$ cat src/rtl/bldc_pkg.sv
// Shared types for the BLDC gate stage: leg FSM states, leg requests, pair codes.
// Combinational helper only. Latency: none. Backpressure: none.
package bldc_pkg;

  typedef enum logic [1:0] {IDLE, DRIVE_H, DRIVE_L, DEAD} leg_state_t;
  typedef enum logic [1:0] {REQ_OFF, REQ_H, REQ_L} leg_req_t;

  localparam logic [1:0] PAIR_H   = 2'b10;
  localparam logic [1:0] PAIR_L   = 2'b01;
  localparam logic [1:0] PAIR_BAD = 2'b11;

  // Low side is never modulated; a bad pair falls through to REQ_OFF.
  function automatic leg_req_t decodePair(input logic [1:0] pair, input logic enable,
                                          input logic pwmOn);
    leg_req_t req;
    req = REQ_OFF;
    if (enable) begin
      if (pair == PAIR_H && pwmOn) req = REQ_H;
      else if (pair == PAIR_L)     req = REQ_L;
    end
    return req;
  endfunction

endpackage

$ cat src/rtl/bldc_deadtime_leg.sv
// One half-bridge leg: follows the request, forcing DEADTIME low clocks after every gate-off.
// Latency: 1 clock from request to gate. Backpressure: none, request is sampled every clock.
module bldc_deadtime_leg
  import bldc_pkg::*;
#(
  parameter int DEADTIME = 24
) (
  input  logic     iCLK,
  input  logic     iRESET,
  input  leg_req_t iReq,
  output logic     oGateH,
  output logic     oGateL
);

  localparam logic [7:0] DEAD_LOAD = 8'(DEADTIME - 1);

  leg_state_t state;
  logic [7:0] deadCnt;

  always_ff @(posedge iCLK or posedge iRESET) begin
    if (iRESET) begin
      state   <= IDLE;
      deadCnt <= '0;
      oGateH  <= 1'b0;
      oGateL  <= 1'b0;
    end else begin
      case (state)
        IDLE, DEAD: begin
          // DEAD releases straight into the current request once the counter hits zero.
          if (state == IDLE || deadCnt == 8'd0) begin
            case (iReq)
              REQ_H: begin
                state  <= DRIVE_H;
                oGateH <= 1'b1;
              end
              REQ_L: begin
                state  <= DRIVE_L;
                oGateL <= 1'b1;
              end
              default: state <= IDLE;
            endcase
          end else begin
            deadCnt <= deadCnt - 8'd1;
          end
        end
        DRIVE_H: begin
          if (iReq != REQ_H) begin
            state   <= DEAD;
            deadCnt <= DEAD_LOAD;
            oGateH  <= 1'b0;
          end
        end
        DRIVE_L: begin
          if (iReq != REQ_L) begin
            state   <= DEAD;
            deadCnt <= DEAD_LOAD;
            oGateL  <= 1'b0;
          end
        end
        default: begin
          state  <= IDLE;
          oGateH <= 1'b0;
          oGateL <= 1'b0;
        end
      endcase
    end
  end

endmodule

$ cat src/rtl/bldc_pwm_gate.sv
// Six-step gate driver: carrier, shadowed duty, per-leg request decode, sticky fault, 3 dead-time legs.
// Latency: 1 clock from pattern/enable to gates. Backpressure: none, inputs sampled every clock.
module bldc_pwm_gate
  import bldc_pkg::*;
#(
  parameter int PWM_BITS = 11,
  parameter int PERIOD   = 1200,
  parameter int DEADTIME = 24
) (
  input  logic                iCLK,
  input  logic                iRESET,
  input  logic                iENABLE,
  input  logic [5:0]          iPHASES,
  input  logic [PWM_BITS-1:0] iDUTY,
  output logic [5:0]          oGATES,
  output logic                oPWM_SYNC,
  output logic                oFAULT
);

  localparam logic [PWM_BITS-1:0] LAST_COUNT = PWM_BITS'(PERIOD - 1);

  logic [PWM_BITS-1:0] carrierCnt;
  logic [PWM_BITS-1:0] nextCnt;
  logic [PWM_BITS-1:0] dutyShadow;
  logic                pwmOn;
  logic                patternBad;

  assign nextCnt    = (carrierCnt == LAST_COUNT) ? '0 : carrierCnt + PWM_BITS'(1);
  // Shadow at or above PERIOD saturates to always-on because the count never reaches it.
  assign pwmOn      = carrierCnt < dutyShadow;
  assign patternBad = (iPHASES[5:4] == PAIR_BAD) || (iPHASES[3:2] == PAIR_BAD) ||
                      (iPHASES[1:0] == PAIR_BAD);

  always_ff @(posedge iCLK or posedge iRESET) begin
    if (iRESET) begin
      carrierCnt <= '0;
      dutyShadow <= '0;
      oPWM_SYNC  <= 1'b0;
      oFAULT     <= 1'b0;
    end else begin
      carrierCnt <= nextCnt;
      oPWM_SYNC  <= (nextCnt == '0);
      if (carrierCnt == LAST_COUNT) dutyShadow <= iDUTY;
      // Disable wins over a simultaneous bad pattern.
      if (!iENABLE)        oFAULT <= 1'b0;
      else if (patternBad) oFAULT <= 1'b1;
    end
  end

  for (genvar k = 0; k < 3; k++) begin : gLeg
    leg_req_t legReq;
    assign legReq = decodePair(iPHASES[2*k+1:2*k], iENABLE, pwmOn);

    bldc_deadtime_leg #(
      .DEADTIME(DEADTIME)
    ) uLeg (
      .iCLK  (iCLK),
      .iRESET(iRESET),
      .iReq  (legReq),
      .oGateH(oGATES[2*k+1]),
      .oGateL(oGATES[2*k])
    );
  end

endmodule

$ cat config.mk
export PLATFORM = sky130hd
export DESIGN_NAME = bldc_pwm_gate
export DESIGN_NICKNAME = d
export VERILOG_FILES = /design/src/rtl/bldc_pkg.sv /design/src/rtl/bldc_deadtime_leg.sv /design/src/rtl/bldc_pwm_gate.sv
export SDC_FILE = /design/constraint.sdc
export NUM_CORES = 1
export LEC_CHECK = 0
export BUFFER_PORTS_ARGS = -buffer_cell sky130_fd_sc_hd__buf_2
export CAP_MARGIN = 0
export CELL_PAD_IN_SITES_DETAIL_PLACEMENT = 0
export CELL_PAD_IN_SITES_GLOBAL_PLACEMENT = 2
export CORE_UTILIZATION = 41
export CTS_CLUSTER_DIAMETER = 30
export DETAILED_ROUTE_END_ITERATION = 6
export GPL_TIMING_DRIVEN = 0
export PLACE_DENSITY_LB_ADDON = 0.1
export REMOVE_ABC_BUFFERS = 1
export SETUP_SLACK_MARGIN = 0.05
export SLEW_MARGIN = 10
export SYNTH_ARGS = -nofsm -noshare
export SYNTH_HDL_FRONTEND = slang
export SYNTH_HIERARCHICAL = 1
export SYNTH_SLANG_ARGS = --single-unit
$ cat constraint.sdc
create_clock -name iCLK -period 7.16 [get_ports iCLK]
set_input_delay 0 -clock iCLK [delete_from_list [all_inputs] [get_ports iCLK]]
set_output_delay 0 -clock iCLK [all_outputs]
set_load 0.005 [all_outputs]
======== Yosys cells after proc, flatten, opt, wreduce, memory -nomap -nowiden ========
Index checks and enable logic that the tools add are counted.
storage, ports and cells
  ROM bits ................................ 0
  bits of input ports ..................... 20
  memory bits (writable) .................. 0
  bits in registers ....................... 60
  memories ................................ 0
  latch bits .............................. 0
  word-level logic and storage cells ...... 170
cells by class
  reduce and logical (&&, ||, !) cells .... 36
  multiplexer cells ....................... 63
  bitwise logic cells ..................... 0
  $add $sub $neg .......................... 4
  multiply operators ...................... 0
  magnitude comparators ................... 1
  eq/ne operators ......................... 50
  div/mod/pow operators ................... 0
  shift-type cells ........................ 0
operators by type and width
  operator                                                               count
  8-bit two-way mux                                                      9
  8-bit case mux with 3 select lines                                     3
  2-bit two-way mux                                                      18
  2-bit equality test, second input constant                             15
  2-bit by 1-bit != test with 1-bit output, second input constant        13
  8-bit logical NOT                                                      3
  2-bit != test, second input constant                                   12
  4-bit AND reduction                                                    6
  8-bit by 1-bit subtractor with 8-bit output, second input constant     3
  1-bit two-way mux                                                      20
  2-bit by 1-bit equality test with 1-bit output, second input constant  9
  2-bit case mux with 3 select lines                                     3
  3-bit AND reduction                                                    6
  1-bit case mux with 2 select lines                                     6
  2-bit case mux with 2 select lines                                     3
  2-bit nonzero test                                                     6
  11-bit by 1-bit adder with 11-bit output, second input constant        1
  11-bit equality test, second input constant                            1
  11-bit logical NOT                                                     1
  11-bit < comparator                                                    1
  11-bit two-way mux                                                     1
  2-bit logical NOT                                                      3
  2-bit OR reduction                                                     3
  1-bit logical OR                                                       5
  1-bit logical AND                                                      3

======== Longest topological paths before layout ========
  depth in word-level cells ............... 8
  mapped depth ............................ 11
  gate-level depth less buffers ........... 11

======== Hierarchy ========
The synthesis kept the hierarchy.
modules (own cells, without submodules)
  module             instances  cells an instance  area an instance (um^2)
  bldc_deadtime_leg  3          82                 740.7
  bldc_pwm_gate      1          153                1401.3

======== Least setup slack after synthesis ========
No wires, ideal clock.
  path type ............................... reg2reg
  start ................................... reg carrierCnt[1]
  end ..................................... reg gLeg[0].uLeg.deadCnt[6]
  buffers on the path ..................... 0
  data arrival time ....................... 2.612 ns
  library setup time ...................... 0.083 ns
  clock period less this slack ............ 2.694 ns
  required time ........................... 7.077 ns
  stages on the path, launching flop included .. 10
  path slack .............................. 4.466 ns
  path through ............................ dfrtp_1 ha_1 a211o_1 a21oi_1 a21oi_1 nor4_1 nand3b_1 nand3_1 or4_1 o21ai_0
between the ends
  word-level cells in the longest chain between the ends .. 7
RTL lines
  item                                                                       line                                              text
  start, declared                                                            bldc_pwm_gate.sv:22                               logic [PWM_BITS-1:0] carrierCnt;
  start signal, assigned                                                     bldc_pwm_gate.sv:41                               carrierCnt <= nextCnt;
  11-bit < comparator (*)                                                    bldc_pwm_gate.sv:30                               assign pwmOn = carrierCnt < dutyShadow;
  1-bit logical AND (*)                                                      bldc_pkg.sv:18                                    if (pair == PAIR_H && pwmOn) req = REQ_H;
  2-bit two-way mux (*)                                                      bldc_pkg.sv:18
  2-bit two-way mux (*)                                                      bldc_pkg.sv:17                                    if (enable) begin
  named net gLeg[0].legReq[0]                                                bldc_pwm_gate.sv:51                               leg_req_t legReq;
  2-bit != test or 2-bit by 1-bit != test with 1-bit output (tied branches)  bldc_deadtime_leg.sv:54, bldc_deadtime_leg.sv:47
  2-bit by 1-bit != test with 1-bit output (no line)                         n/a
  3-bit AND reduction (no line) (*)                                          n/a
  end signal, assigned                                                       bldc_deadtime_leg.sv:43                           deadCnt <= deadCnt - 8'd1;
  end, declared                                                              bldc_deadtime_leg.sv:18                           logic [7:0] deadCnt;
The timed path passes the listed nets; every way through them passes the cells marked *.
A chain may end at the register's enable or synchronous reset.

======== Final worst setup path ========
  start ................................... reg carrierCnt[4]
  end ..................................... reg gLeg[0].uLeg.deadCnt[1]
Same word-level chain as after synthesis.

==> flow_results.xml <==
<?xml version="1.0" encoding="UTF-8"?>
<metrics>
  <group name="sta">
    <metric name="timing.clock.skew" unit="ns">0.006562</metric>
    <metric name="max-slew-margin-rel" unit="%">22.45</metric>
    <metric name="layout_worst_path_cycle_share" unit="%">48.62</metric>
    <metric name="setup_violations" unit="">0</metric>
    <metric name="rsz0062_at_grt" unit="">no</metric>
    <metric name="hold_violations" unit="">0</metric>
    <metric name="period_needed" unit="ns">3.482</metric>
    <metric name="fin_hold_ws" unit="ns">0.02065</metric>
    <metric name="totalNegativeSetupSlack" unit="ns">0</metric>
    <metric name="max_clock_freq" unit="MHz">287.2</metric>
    <metric name="report.final.slew_viol_count" unit="">0</metric>
    <metric name="tightest_slew" unit="ns">1.155</metric>
  </group>
  <group name="detailed_routing">
    <metric name="vias" unit="">2996</metric>
    <metric name="drt_iter0_drc" unit="">74</metric>
    <metric name="wl" unit="µm">7939</metric>
    <metric name="detailedRoute.firstPassIterationCount" unit="">4</metric>
    <metric name="detail-route-antenna-nets" unit="">0</metric>
    <metric name="vias_per_cell" unit="">5.398</metric>
    <metric name="wire_per_inst" unit="µm">14.30</metric>
    <metric name="drt_drc_violations_left" unit="">0</metric>
  </group>
  <group name="power">
    <metric name="power" unit="µW">1099</metric>
    <metric name="leakagePower" unit="µW">0.002029</metric>
    <metric name="max_rail_drop_vdd" unit="mV">0.1233</metric>
    <metric name="power.density_cell_area" unit="mW/mm²">260.6</metric>
  </group>
  <group name="synthesis">
    <metric name="async_flop_share" unit="%">100.0</metric>
    <metric name="syn_area" unit="mm²">0.003623</metric>
    <metric name="yosys_register_bits" unit="">60</metric>
    <metric name="synth-edff-count" unit="">0</metric>
    <metric name="post_synth.cell_area_avg" unit="µm²">9.081</metric>
    <metric name="seq_area_frac_synth" unit="%">41.44</metric>
    <metric name="postSynthCellCount" unit="">399</metric>
    <metric name="synth_top_flop_cell" unit="">sky130_fd_sc_hd__dfrtp_1</metric>
    <metric name="yosys_warnings" unit="">6</metric>
    <metric name="synth_cell_type_count" unit="">45</metric>
  </group>
  <group name="floorplanning">
    <metric name="row_count" unit="">33</metric>
    <metric name="die_y" unit="µm">96.01</metric>
    <metric name="floorplan.io_pins" unit="">28</metric>
    <metric name="floorplan.core_area" unit="mm²">0.008382</metric>
    <metric name="fp.dieW" unit="µm">96.01</metric>
    <metric name="die_area" unit="mm²">0.009218</metric>
    <metric name="start_util" unit="%">43.23</metric>
  </group>
  <group name="setup_path">
    <metric name="worstSetupStartpoint" unit="">carrierCnt[4]$_DFF_PP0_</metric>
    <metric name="critPathMaxFanout" unit="">15</metric>
    <metric name="timing.critical_path.slowest_cell_delay" unit="ns">0.82</metric>
    <metric name="setup.worst_path.end_class" unit="">flop</metric>
    <metric name="critical-path-slowest-cell" unit="">sky130_fd_sc_hd__nor4_1</metric>
    <metric name="worstPathCellList" unit="">ha_1 &gt; a21oi_1 &gt; nor2b_1 &gt; o21ai_0 &gt; a21oi_1 &gt; nor4_1 &gt; nand3b_1 &gt; and2_1 &gt; and3_1 &gt; a22oi_1</metric>
    <metric name="cp_data_required_time" unit="ns">7.41</metric>
    <metric name="criticalPathCategory" unit="">flop to flop</metric>
    <metric name="regToRegStartpoint" unit="">carrierCnt[4]$_DFF_PP0_</metric>
    <metric name="cpMostUsedCell" unit="">sky130_fd_sc_hd__a21oi_1</metric>
    <metric name="critPathTopFamily" unit="">simple AND/OR/NAND/NOR gates</metric>
    <metric name="start_kind" unit="">flop</metric>
    <metric name="crit_path_arrival_time" unit="ns">3.73</metric>
    <metric name="critical_path.n_buffers_inverters" unit="">0</metric>
  </group>
  <group name="clock_network">
    <metric name="ctsHtreeMaxLevel" unit="">3</metric>
    <metric name="clkLatencyLatePin" unit="ns">0.34</metric>
    <metric name="numCtsBuffers" unit="">9</metric>
    <metric name="post_cts.repair.setup_buffers" unit="">0</metric>
    <metric name="ctsLongestPathBuffers" unit="">2</metric>
    <metric name="clk_pin_slew" unit="ns">0.07</metric>
    <metric name="clock_sinks" unit="">60</metric>
    <metric name="cts.root.buffer_cell" unit="">sky130_fd_sc_hd__clkbuf_8</metric>
    <metric name="clock_tree_from_tritoncts" unit="">built</metric>
  </group>
  <group name="global_routing">
    <metric name="global_route.usage.total" unit="%">19.28</metric>
    <metric name="first_global_vias" unit="">2880</metric>
    <metric name="grt_pass1_wl" unit="µm">13660</metric>
    <metric name="grt_antenna_before_repair" unit="">0</metric>
    <metric name="grt.overflow.total" unit="">0</metric>
    <metric name="maximum_number_of_pins_on_one_net_before_global_route_repair" unit="">27</metric>
  </group>
  <group name="finish">
    <metric name="mostFrequentLayoutCells" unit="">sky130_fd_sc_hd__dfrtp_1 (60), sky130_fd_sc_hd__inv_1 (45), sky130_fd_sc_hd__o21ai_0 (42), sky130_fd_sc_hd__nand2_1 (30), sky130_fd_sc_hd__buf_2 (27)</metric>
    <metric name="final_common_cell" unit="">sky130_fd_sc_hd__dfrtp_1</metric>
    <metric name="finished_core_util" unit="%">50.31</metric>
    <metric name="insertedDiodeCount" unit="">0</metric>
    <metric name="areaGrowthSynthToFinish" unit="%">16.37</metric>
    <metric name="final_net_count" unit="">491</metric>
    <metric name="post_route_cells_drive_above_1_share" unit="%">11.56</metric>
  </group>
  <group name="run_status">
    <metric name="run_status" unit="">finished, final reports clean</metric>
  </group>
  <group name="placed_design">
    <metric name="place_hpwl" unit="µm">5714</metric>
    <metric name="portBuffers" unit="">27</metric>
    <metric name="place.gp.congestion" unit="">0.7576</metric>
  </group>
  <group name="worst_hold_path">
    <metric name="hold_class" unit="">primary input to flop</metric>
    <metric name="min-delay-start" unit="">iPHASES[2]</metric>
  </group>
  <group name="run">
    <metric name="max_cap_violations" unit="">0</metric>
  </group>
</metrics>
==> per-stage QoR <==
step / std cells / setup WS, ns / area [µm²]
2_1_floorplan: 394 / 4.392 / 3603
3_3_place_gp: 526 / 3.731 / 3870
3_5_place_dp: 526 / 3.690 / 3870
4_1_cts: 555 / 3.650 / 4217
5_1_grt: 555 / 3.350 / 4217
6_report: 555 / 3.678 / 4217
==> cell type report <==
class	count	area [µm²]
fill	822	4165
timing repair buffer	40	265.3
clock buffer	11	141.4
inverter	45	168.9
tap	105	131.4
multi-input combinational	289	1933
clock inverter	5	75.07
sequential	60	1501
==> kinds of logic after synthesis <==
kind of cell / share of synthesized area [%]
AO/OA/AOI/OAI: 19.10
XOR/XNOR: 1.692
adder cells (fa/ha/maj): 8.978
buffers and inverters: 5.214
flip-flops: 41.44
multiplexers: 1.140
AND/OR/NAND/NOR: 22.45
==> state kept, by name (all words and copies together) (netlist names) <==
register	count
gLeg.uLeg/oGateH	3
oPWM_SYNC	1
oFAULT	1
dutyShadow	11
gLeg.uLeg/state	6
gLeg.uLeg/oGateL	3
carrierCnt	11
gLeg.uLeg/deadCnt	24
==> cells in the mapped netlist (2+ instances only) <==
cell / instances / share of area (%)
sky130_fd_sc_hd__nor2_1: 17 / 1.8
sky130_fd_sc_hd__o21ai_0: 42 / 5.8
sky130_fd_sc_hd__nor4_1: 3 / 0.52
sky130_fd_sc_hd__a2111oi_0: 3 / 0.73
sky130_fd_sc_hd__a22oi_1: 7 / 1.5
sky130_fd_sc_hd__a21oi_1: 18 / 2.5
sky130_fd_sc_hd__nand3_1: 21 / 2.9
sky130_fd_sc_hd__nand3b_1: 7 / 1.5
sky130_fd_sc_hd__a211oi_1: 2 / 0.41
sky130_fd_sc_hd__nor4_2: 4 / 1.4
sky130_fd_sc_hd__or4_1: 6 / 1.2
sky130_fd_sc_hd__xor2_1: 4 / 0.97
sky130_fd_sc_hd__nand4_1: 6 / 1.0
sky130_fd_sc_hd__nor3_1: 6 / 0.83
sky130_fd_sc_hd__and3_1: 6 / 1.0
sky130_fd_sc_hd__clkbuf_1: 4 / 0.41
sky130_fd_sc_hd__or3_1: 6 / 1.0
sky130_fd_sc_hd__a31oi_1: 4 / 0.69
sky130_fd_sc_hd__nand2b_1: 11 / 1.9
sky130_fd_sc_hd__o22a_1: 6 / 1.5
sky130_fd_sc_hd__a21boi_0: 7 / 1.5
sky130_fd_sc_hd__dfrtp_1: 60 / 41
sky130_fd_sc_hd__or2_1: 3 / 0.52
sky130_fd_sc_hd__o311ai_0: 3 / 0.73
sky130_fd_sc_hd__and2_1: 3 / 0.52
sky130_fd_sc_hd__inv_1: 45 / 4.7
sky130_fd_sc_hd__o41ai_1: 9 / 2.2
sky130_fd_sc_hd__mux2i_1: 3 / 0.83
sky130_fd_sc_hd__a21o_1: 5 / 1.0
sky130_fd_sc_hd__xnor2_1: 3 / 0.73
sky130_fd_sc_hd__ha_1: 26 / 9.0
sky130_fd_sc_hd__or2_2: 3 / 0.52
sky130_fd_sc_hd__nand2_1: 30 / 3.1
sky130_fd_sc_hd__nor2b_1: 5 / 0.86
==> worst register-to-register path, cell delays in order, from the launching register on <==
cell,delay (ns)
sky130_fd_sc_hd__dfrtp_1,0.67
sky130_fd_sc_hd__ha_1,0.34
sky130_fd_sc_hd__a21oi_1,0.13
sky130_fd_sc_hd__nor2b_1,0.05
sky130_fd_sc_hd__o21ai_0,0.17
sky130_fd_sc_hd__a21oi_1,0.15
sky130_fd_sc_hd__nor4_1,0.83
sky130_fd_sc_hd__nand3b_1,0.36
sky130_fd_sc_hd__and2_1,0.30
sky130_fd_sc_hd__and3_1,0.19
sky130_fd_sc_hd__a22oi_1,0.19
==> worst paths after layout <==
kind / end / cells after the start / slack, ns
worst max-delay path: gLeg[0].uLeg/deadCnt[1]$_DFFE_PP0P_ / 10 / 3.68
min in group asynchronous: gLeg[2].uLeg/deadCnt[7]$_DFFE_PP0P_ / 3 / 0.28
worst min register to register: gLeg[0].uLeg/oGateL$_DFFE_PP0P_ / 2 / 0.52
worst min-delay path: oFAULT$_DFFE_PP0P_ / 3 / 0.02
max in group asynchronous: dutyShadow[6]$_DFFE_PP0N_ / 3 / 6.10
worst max register to register: gLeg[0].uLeg/deadCnt[1]$_DFFE_PP0P_ / 10 / 3.68
==> routing by layer <==
metal | global-route usage (%) | up-vias | routed length, µm
met3 | 5.134 | 5 | 231
met1 | 26.55 | 1417 | 4060
met4 | 4.478 | 0 | 73
met2 | 30.14 | 37 | 3574
li1 | - | 1537 | -
met5 | 0 | - | 0
==> power breakdown <==
| group | switching, µW | leakage [µW] | internal, µW | total [µW] |
|---|---|---|---|---|
| Combinational | 178 | 0.00122 | 129 | 307 |
| Sequential | 49.5 | 0.000696 | 403 | 453 |
| Clock | 135 | 0.000113 | 204 | 339 |
==> timing repair <==
action | 4_1_cts | 5_1_grt
gates resized for setup | 0 | 0
setup endpoints to repair | 0 | 0
endpoints found under the hold margin | 72 | 0
hold buffers | 13 | 0
No activity file was read; power rests on OpenSTA's default activity.
